==> config.mk <==
export PLATFORM = sky130hd
export DESIGN_NAME = decode
export DESIGN_NICKNAME = d
export VERILOG_FILES = /design/src/rtl/alu_pkg.sv /design/src/rtl/decode_timeout.sv /design/src/rtl/decode.sv
export SDC_FILE = /design/constraint.sdc
export NUM_CORES = 1
export LEC_CHECK = 0
export BUFFER_PORTS_ARGS = -buffer_cell sky130_fd_sc_hd__buf_4
export CORE_MARGIN = 1
export CORE_UTILIZATION = 48
export DETAILED_ROUTE_END_ITERATION = 7
export GPL_TIMING_DRIVEN = 0
export PLACE_DENSITY = 0.79
export SLEW_MARGIN = 15
export SYNTH_ARGS = -nofsm -noshare
export SYNTH_HDL_FRONTEND = slang
export SYNTH_SLANG_ARGS = --single-unit
==> constraint.sdc <==
create_clock -name clk -period 2.2 [get_ports clk]
set_input_delay 0.11 -clock clk [delete_from_list [all_inputs] [get_ports clk]]
set_output_delay 0.11 -clock clk [all_outputs]
set_load 0.03 [all_outputs]
==> src/rtl/alu_pkg.sv <==
// alu_pkg: types shared by the RX, decode and ALU stages
package alu_pkg;
  typedef enum logic [3:0] {
    OPC_NOP, OPC_ADD, OPC_SUB, OPC_MUL, OPC_AND, OPC_OR,
    OPC_XOR, OPC_SHL, OPC_SHR, OPC_DOT, OPC_CMP
  } opcode_e;
  localparam logic [3:0] OPC_MAX_LEGAL = 4'hA;
  typedef enum logic [1:0] {ERR_NONE, ERR_ILLEGAL, ERR_TIMEOUT} err_code_e;
  typedef enum logic [1:0] {IDLE, DECODE, ISSUE, WAIT} dec_state_e;
endpackage

==> src/rtl/decode_timeout.sv <==
// decode_timeout: 8-bit loadable down-counter; zero flags the decrement that lands on zero
module decode_timeout (
  input  logic       clk,
  input  logic       rst_n,
  input  logic       load,
  input  logic       dec,
  input  logic [7:0] load_val,
  output logic       zero
);
  logic [7:0] count;
  always_ff @(posedge clk or negedge rst_n)
    if (!rst_n) count <= '0;
    else count <= load ? load_val : (dec && count != '0) ? count - 8'd1 : count;
  assign zero = dec && count == 8'd1;
endmodule

==> src/rtl/decode.sv <==
// decode: captures RX instructions, validates the opcode and issues one ALU command per instruction
module decode
  import alu_pkg::*;
#(
  parameter int TIMEOUT_CYCLES = 255
) (
  input  logic       clk,
  input  logic       rst_n,
  input  logic [7:0] op,
  input  logic [7:0] a1,
  input  logic [7:0] a2,
  input  logic [7:0] b1,
  input  logic [7:0] b2,
  input  logic       rx_valid,
  output logic       alu_ready,
  output logic       alu_start,
  output logic [3:0] alu_op,
  output logic [3:0] alu_flags,
  output logic [7:0] opa1,
  output logic [7:0] opa2,
  output logic [7:0] opb1,
  output logic [7:0] opb2,
  input  logic       alu_done,
  output logic       dec_err,
  output logic [1:0] err_code,
  output logic       busy
);
  dec_state_e state, state_nx;
  logic consumed, capture, illegal, expire;
  assign capture   = state == IDLE && rx_valid && !consumed;
  assign illegal   = alu_op > OPC_MAX_LEGAL;
  assign alu_ready = state == IDLE;
  assign busy      = !alu_ready;
  assign alu_start = state == ISSUE;
  // alu_done gates the decrement, so a done on the expiring cycle wins over the timeout
  decode_timeout u_timeout (
    .clk      (clk),
    .rst_n    (rst_n),
    .load     (state == ISSUE),
    .dec      (state == WAIT && !alu_done),
    .load_val (8'(TIMEOUT_CYCLES)),
    .zero     (expire)
  );
  always_comb begin
    state_nx = state;
    case (state)
      IDLE:    state_nx = capture ? DECODE : IDLE;
      DECODE:  state_nx = (alu_op == OPC_NOP || illegal) ? IDLE : ISSUE;
      ISSUE:   state_nx = WAIT;
      WAIT:    state_nx = (alu_done || expire) ? IDLE : WAIT;
      default: state_nx = IDLE;
    endcase
  end
  // rx_valid stays high after capture; consumed masks it until RX drops the level
  always_ff @(posedge clk or negedge rst_n)
    if (!rst_n) begin
      state     <= IDLE;
      consumed  <= 1'b0;
      alu_op    <= '0;
      alu_flags <= '0;
      opa1      <= '0;
      opa2      <= '0;
      opb1      <= '0;
      opb2      <= '0;
      dec_err   <= 1'b0;
      err_code  <= ERR_NONE;
    end else begin
      state    <= state_nx;
      consumed <= rx_valid && (capture || consumed);
      if (capture) begin
        alu_op    <= op[3:0];
        alu_flags <= op[7:4];
        opa1      <= a1;
        opa2      <= a2;
        opb1      <= b1;
        opb2      <= b2;
        dec_err   <= 1'b0;
        err_code  <= ERR_NONE;
      end else if ((state == DECODE && illegal) || (state == WAIT && expire)) begin
        dec_err  <= 1'b1;
        err_code <= illegal ? ERR_ILLEGAL : ERR_TIMEOUT;
      end
    end
endmodule

Yosys cells after proc, flatten, opt, wreduce, memory -nomap -nowiden
Cells that the tools add are included.
{"block": "totals", "reg_bits": 54, "latch_bits": 0, "mem_bits_rw": 0, "mem_bits_ro": 0, "input_bits": 44, "elab_cells": 48, "memories": 0}
{"block": "classes", "add_sub_neg": 1, "n_mul": 0, "div": 0, "n_lt_le_gt_ge": 1, "eq_ne": 4, "shift": 0, "muxes": 11, "bitwise_logic": 0, "reduce_logical": 20}
{"operator": "$mux W8", "n": 2}
{"operator": "$mux W2", "n": 5}
{"operator": "$eq A8 B1 Y1 const B", "n": 1}
{"operator": "$logic_and A1 B1 Y1", "n": 8}
{"operator": "$pmux W2 S4", "n": 1}
{"operator": "$reduce_bool A8 Y1", "n": 1}
{"operator": "$sub A8 B1 Y8 const B", "n": 1}
{"operator": "$eq A2 B2 Y1 const B", "n": 2}
{"operator": "$gt A4 B4 Y1 const B", "n": 1}
{"operator": "$logic_not A4 Y1", "n": 1}
{"operator": "$logic_or A1 B1 Y1", "n": 4}
{"operator": "$reduce_bool A2 Y1", "n": 2}
{"operator": "$logic_not A1 Y1", "n": 3}
{"operator": "$mux W1", "n": 3}
{"operator": "$eq A2 B1 Y1 const B", "n": 1}
{"operator": "$logic_not A2 Y1", "n": 1}

Longest topological paths before layout
Gate-level depths: netlist (run 1).
{"block": "logic_depth", "depth_word": 7, "depth_mapped": 6, "depth_no_buf": 6}

Hierarchy
Synthesis (run 1) repeated with hierarchy kept, for this count alone.
{"block": "unflattened", "hier_cells": 176, "hier_area_um2": 2367.3}
{"module": "decode", "n_inst": 1, "cells_per_inst": 120, "area_per_inst_um2": 1846.8}
{"module": "decode_timeout", "n_inst": 1, "cells_per_inst": 56, "area_per_inst_um2": 520.5}

Worst setup path after synthesis (run 1)
No wires, ideal clock.
{"block": "synth_timing", "path_kind": "register to register", "startpoint": "register state[0]", "endpoint": "register u_timeout.count[4]", "setup_time_ns": 0.129, "arrival_ns": 1.617, "path_slack_ns": 0.454, "stages_incl_launch_ff": 6, "n_path_buf": 1, "synth_period_minus_slack_ns": 1.746, "cell_sequence": "dfrtp_1 buf_6 nor2_1 inv_1 o22ai_1 a31oi_1"}
{"block": "synth_via", "elab_chain_cells": 4, "elab_cells_between_ends": 6}
{"item": "start, declared", "line": "decode.sv:28", "source": "dec_state_e state, state_nx;"}
{"item": "start signal, assigned", "line": "decode.sv:68", "source": "state <= state_nx;"}
{"item": "$eq A2 B2 Y1", "line": "decode.sv:40", "source": ".dec (state == WAIT && !alu_done),"}
{"item": "$logic_and A1 B1 Y1", "line": "decode.sv:40"}
{"item": "$logic_and A1 B1 Y1", "line": "decode_timeout.sv:13", "source": "else count <= load ? load_val : (dec && count != '0) ? count - 8'd1 : count;"}
{"item": "$reduce_bool A2 Y1 (no source line)"}
{"item": "end signal, assigned", "line": "decode_timeout.sv:13"}
{"item": "end, declared", "line": "decode_timeout.sv:10", "source": "logic [7:0] count;"}
Several ways; a longest one is shown, not always the timed one.
A chain may end at the register's enable or synchronous reset.

Worst setup path in the final report (run 1)
{"block": "layout_timing", "startpoint": "register u_timeout.count[0]", "endpoint": "register u_timeout.count[2]"}
{"block": "layout_via", "elab_chain_cells": 3, "elab_cells_between_ends": 6}
{"item": "$sub A8 B1 Y8 or $reduce_bool A8 Y1 (tied branches)", "line": "decode_timeout.sv:13"}
{"item": "$mux W8 or $logic_and A1 B1 Y1 (tied branches)", "line": "decode_timeout.sv:13"}
{"item": "$mux W8 or $reduce_bool A2 Y1 (tied branches)"}
Several ways; a longest one is shown, not always the timed one. The select of a mux whose other input is x is not followed.

==> results of run 1 <==
-- cell usage after synthesis, types with 3 or more instances --
cell	number
inv_1	7
ha_1	3
nand2_1	7
buf_6	5
nor2_1	7
a21oi_1	3
mux2_2	41
o21ai_0	3
nand3_1	4
nor4_1	3
nand2b_1	3
dfrtp_1	54
nor3_1	3
-- layout make-up --
type	instances	area (sq um)
timing repair buffer	90	678
clock inverter	2	10.0
clock buffer	5	68.8
tap	52	65.1
fill	344	1360
inverter	7	26.3
multi-input combinational	102	886
buffer	5	56.3
sequential	54	1350
-- worst max-delay path, delay by kind of cell, from the launching register on --
kind | cells | cell delay (ns)
and+or+nand+nor | 1 | 0.51
AOI/OAI and AO/OA | 3 | 0.56
buffers and inverters | 1 | 0.11
DFF | 1 | 0.42
adders and majority gates | 1 | 0.16
-- metrics by stage --
step,setup WS (ns),util (%),hold slack [ns]
2_1_floorplan,0.454,-,-0.186
3_3_place_gp,0.429,67.8,0.197
3_5_place_dp,0.367,67.8,0.193
4_1_cts,0.348,69.8,0.0200
5_1_grt,0.259,69.8,0.0127
6_report,0.327,69.8,0.0313
-- worst paths after layout --
check                                               startpoint                             end  slack (ns)  depth (start not counted)
worst max-delay path            u_timeout.count[0]$_DFFE_PN0P_  u_timeout.count[2]$_DFFE_PN0P_        0.33                          6
worst min-delay path                                     b1[7]             opb1[7]$_DFFE_PN0P_        0.03                          2
worst max register to register  u_timeout.count[0]$_DFFE_PN0P_  u_timeout.count[2]$_DFFE_PN0P_        0.33                          6
worst min register to register         err_code[1]$_DFFE_PN0P_         err_code[1]$_DFFE_PN0P_        0.50                          1
max in group asynchronous                                rst_n             opa2[6]$_DFFE_PN0P_        1.36                          2
min in group asynchronous                                rst_n  u_timeout.count[6]$_DFFE_PN0P_        0.37                          2
-- power by group through the flow --
| stage | clock [mW] | combinational (mW) | sequential (mW) |
|---|---|---|---|
| after floorplan | 0 | 0.873 | 2.49 |
| after global placement | 0 | 2.54 | 1.71 |
| after detailed placement | 0 | 2.59 | 1.73 |
| after CTS | 0.541 | 2.60 | 1.71 |
| after global routing | 0.574 | 2.72 | 1.78 |
| final | 0.516 | 2.57 | 1.71 |
-- cells by family (layout without fill, tap and decap cells) --
kind of cell	after synthesis	count (layout)
and+or+nand+nor	37	37
xor gates and xnor gates	2	2
AOI/OAI and AO/OA	18	18
DFF	54	54
adders and majority gates	3	3
muxes	42	42
buffers and inverters	12	109
-- sequential cells by signal, indices dropped and copies added (netlist names) --
signal / flops
opa1: 8
opa2: 8
opb1: 8
opb2: 8
u_timeout.count: 8
alu_flags: 4
alu_op: 4
err_code: 2
state: 2
consumed: 1
dec_err: 1
-- metal layers --
metal,vias to the layer above,track usage [%]
li1,788,-
met1,782,24.1
met2,71,31.4
met3,12,10.7
met4,0,7.19
met5,-,0
==> reports/metrics.yaml, run 1 <==
fin_crit_ns: 1.87
cts_htree_levels: 2
gp_congestion: 0.837
leakagePower_nw: 1.46
fmax_mhz: 534
rows: 24
pwr_density_cell_nw_per_um2: 1530
critPathMaxFanout: 7
synth_flop_cell: "dfrtp_1"
yosys.area_share.adder_pct: 1.62
drv_cap: 0
grt_overflow_total: 0
synth_edf_count: 0
finalCritPeriodShare_pct: 85.2
post_drt_wl_per_cell_microns: 14.9
synth_seq_area_share_pct: 58.3
die_w_microns: 71.5
startpoint_type: "flip-flop"
worstSkewPairLatency_ns: 0.30
yosysWarnings: 0
num_vias: 1653
synth_compound_area_share_pct: 5.99
rsz0062_at_grt: "no"
drc: 0
power_mw: 4.79
cts-buffers-inserted: 5
clk_pin_slew_ns: 0.09
diodes: 0
finalNetCount: 312
synth_top_family_by_area: "multiplexers"
worstPathArrival_ns: 2.07
stdcell_count: 317
skew_ns: 0.00630
swShare_pct: 42.2
synthMuxAreaShare_pct: 20.3
dp_hpwl_mm: 3.58
antenna_found_initial: 0
setup_violations: 0
area_delta_synth_final_pct: 35.4
synth_area_leaders: "dfrtp_1 (58%), mux2_2 (20%), buf_6 (2.4%)"
layout_common_cells: "buf_4 (89), dfrtp_1 (54), mux2_2 (41)"
grt_usage_pct: 20.2
numPortBuffers: 89
cts_resized: 0
syn_area_sq_um: 2320
cts_hold_buffers: 1
design.core.area_sq_um: 4500
drtAntennaViolNets: 0
slew_headroom_pct: 54.8
hold_class: "in -> reg"
die_y_microns: 71.5
synthesis.nets: 215
clkPwrFrac_pct: 10.8
highest_layer: "met4"
avgSynthCellArea_sq_um: 13.8
drt_iter0_drc: 124
ctsRootBufferMaster: "clkbuf_8"
layout_commonest_cell: "buf_4"
critical_path_class: "reg -> reg"
postSynth.asyncResetShare_pct: 100
setup_tns_ns: 0
firstDrtPassIters: 4
grt_max_degree: 55
final_cell_area_sq_um: 3140
avgViaCountPerCell: 5.21
finalHoldViolations: 0
placed_area_sq_um: 3050
cp_slowest_stage_delay_ns: 0.51
cp_data_required_time_ns: 2.40
yosys.area_share.xor_xnor_pct: 0.755
num_io_pins: 90
post_cts_buffers: 0
post-place-cells: 309
syn_inst: 168
netlist.area_leader.share_pct: 58.3
clock_path_buffers: 2
die_area_sq_um: 5120
worst_slew_pin_slew_ns: 0.677
yosysTopAreaCell: "dfrtp_1"
combPwrFrac_pct: 53.6
outcome: "finished, final reports clean"
wl_met3_microns: 514
critPathSlowestCell: "or4b_4"
cp-end-kind: "flip-flop"
vdd_drop_max_uv: 889
synthSimpleGateAreaFrac_pct: 9.49
ys_types: 34
grt_pass1_vias: 1752
grt_first_pass_wirelength_mm: 7.96
wl_mm: 4.71
wl_met2_mm: 2.14
intPower_mw: 2.77
switchingPower_mw: 2.02
cts_sinks: 54
synth_seq_cells: 54
cts_tree: "built"
drive_gt1_share_pct: 56.2
power_frac_seq_pct: 35.6
final_max_slew_viol_count: 0
cp_cell_sequence: "inv_1, ha_1, or4b_4, o21ai_4, o21ai_0, a22o_1"
start_util_pct: 51.5
met1_length_mm: 1.94
Note: power is estimated with default switching activity, not from simulation.
==> run 2, diff against run 1 <==
BUFFER_PORTS_ARGS = not set   (was -buffer_cell sky130_fd_sc_hd__buf_4)
CORE_UTILIZATION = 55   (was 48)
DONT_BUFFER_PORTS = 1   (was not set)
PLACE_DENSITY = 0.7   (was 0.79)
==> reports/metrics.yaml, run 2 (synthesis gave the netlist of run 1 again) <==
outcome: "finished, final reports clean"
cp-endpoint: "err_code[0]$_DFFE_PN0P_"
avgViaCountPerCell: 5.62
setup_violations: 0
diodes: 0
clock_path_buffers: 2
hold_class: "in -> reg"
layout_commonest_cell: "dfrtp_1"
cts-buffers-inserted: 5
numPortBuffers: 0
clk_pin_slew_ns: 0.09
grt_max_degree: 55
reg2reg_to: "err_code[0]$_DFFE_PN0P_"
cts_htree_levels: 2
startpoint: "state[0]$_DFF_PN0_"
cts_sinks: 54
start_util_pct: 57.6
post-place-cells: 218
pwr_density_cell_nw_per_um2: 1450
grt_overflow_total: 0
die_w_microns: 66.9
cp_slowest_stage_delay_ns: 0.60
worstSkewPairLatency_ns: 0.31
dp_hpwl_mm: 3.19
drc: 0
design.core.area_sq_um: 4030
grt_pass1_vias: 1635
dpl_worst_slack_ns: 0.271
reg2reg_depth: 5
die_area_sq_um: 4480
gp_congestion: 0.823
cp_cell_sequence: "buf_6, nor2_1, nand3b_1, o221a_2, mux2_2"
drt_iter0_drc: 54
ctsRootBufferMaster: "clkbuf_8"
worstPathArrival_ns: 2.12
leakagePower_nw: 1.21
drive_gt1_share_pct: 27.5
cts_tree: "built"
critPathSlowestCell: "nor2_1"
critPathTopFamily: "simple AND/OR/NAND/NOR gates"
area_delta_synth_final_pct: 25.5
layout_common_cells: "dfrtp_1 (54), dlygate4sd3_1 (42), mux2_2 (41)"
critical_path_class: "reg -> reg"
fmax_mhz: 521
drtAntennaViolNets: 0
path_buf_inv: 1
antenna_found_initial: 0
finalNetCount: 265
finalCritPeriodShare_pct: 87.3
hp-start: "rx_valid"
worst_slew_pin_slew_ns: 0.794
fin_crit_ns: 1.92
final_cell_area_sq_um: 2910
worstReg2RegStart: "state[0]$_DFF_PN0_"
firstDrtPassIters: 4
startpoint_type: "flip-flop"
final_max_slew_viol_count: 0
num_vias: 1505
crit_cells: 5
setup_tns_ns: 0
wl_mm: 4.92
cp-end-kind: "flip-flop"
finalHoldViolations: 0
placed_area_sq_um: 2380
critPathMaxFanout: 9
post_drt_wl_per_cell_microns: 18.4
vdd_drop_max_uv: 935
layout_setup_ws_ns: 0.280
cp_data_required_time_ns: 2.40
slew_headroom_pct: 46.9
grt_first_pass_wirelength_mm: 7.85
rsz0062_at_grt: "no"
rows: 23
post_cts_buffers: 0
r2r_slack_ns: 0.28
drv_cap: 0
skew_ns: 0.00732
num_io_pins: 90
final.fill_count: 280
grt_usage_pct: 24.5
stdcell_count: 268
die_y_microns: 66.9
==> run 2: cell count changes in the layout (fill, tap and decap cells not counted) <==
cell,delta
dlygate4sd3_1,+41
buf_4,-89
clkinv_2,-2
buf_16,+1
clkbuf_1,+1
clkinvlp_4,+1
==> run 2: how the worst min path moves through the flow <==
stage | end | slack, ns | cells past startpoint
finish | state[0]$_DFF_PN0_ | 0.006 | 2
global route | state[0]$_DFF_PN0_ | 0.03 | 2
CTS | state[0]$_DFF_PN0_ | 0.001 | 2
detailed placement | u_timeout.count[3]$_DFFE_PN0P_ | -0.18 | 0
global placement | u_timeout.count[5]$_DFFE_PN0P_ | -0.18 | 0
floorplan | alu_flags[0]$_DFFE_PN0P_ | -0.19 | 0
==> run 2: per-stage QoR <==
step	utilization, %	hold WS (ns)	total power [mW]
after global placement	59.1	-0.184	3.54
after floorplan	-	-0.186	3.36
after CTS	72.2	0.00109	4.24
after detailed placement	59.1	-0.184	3.62
final	72.2	0.00562	4.23
after global routing	72.2	0.0334	4.44
==> run 2: final cells by class <==
cell class,count,area [sq um],area share [%]
flip-flops and latches,54,1350,46.4
multi-input cells,102,886,30.4
repair buffers,43,448,15.4
clock buffers,6,72.6,2.49
well taps,50,62.6,2.15
plain buffers,5,56.3,1.93
inverters,7,26.3,0.903
clock inverters,1,7.51,0.258
==> run 2: routing by layer <==
layer	wire length [microns]	track usage, %	part of all wire, %	vias up
li1	-	-	-	695
met4	68	7.98	1.4	0
met1	1920	29.2	39	756
met5	0	0	0	-
met2	2650	42.6	54	48
met3	282	6.68	5.7	6
==> run 2: where the power goes <==
group | internal (mW) | switching (mW)
registers | 1.43 | 1.16
clock network | 0.219 | 0.306
logic | 0.608 | 0.509
total | 2.25 | 1.97
==> run 2: repair_timing <==
action / CTS / global route
hold endpoints to repair: 95 / 0
hold buffers: 43 / 0
resized for setup: 0 / 0
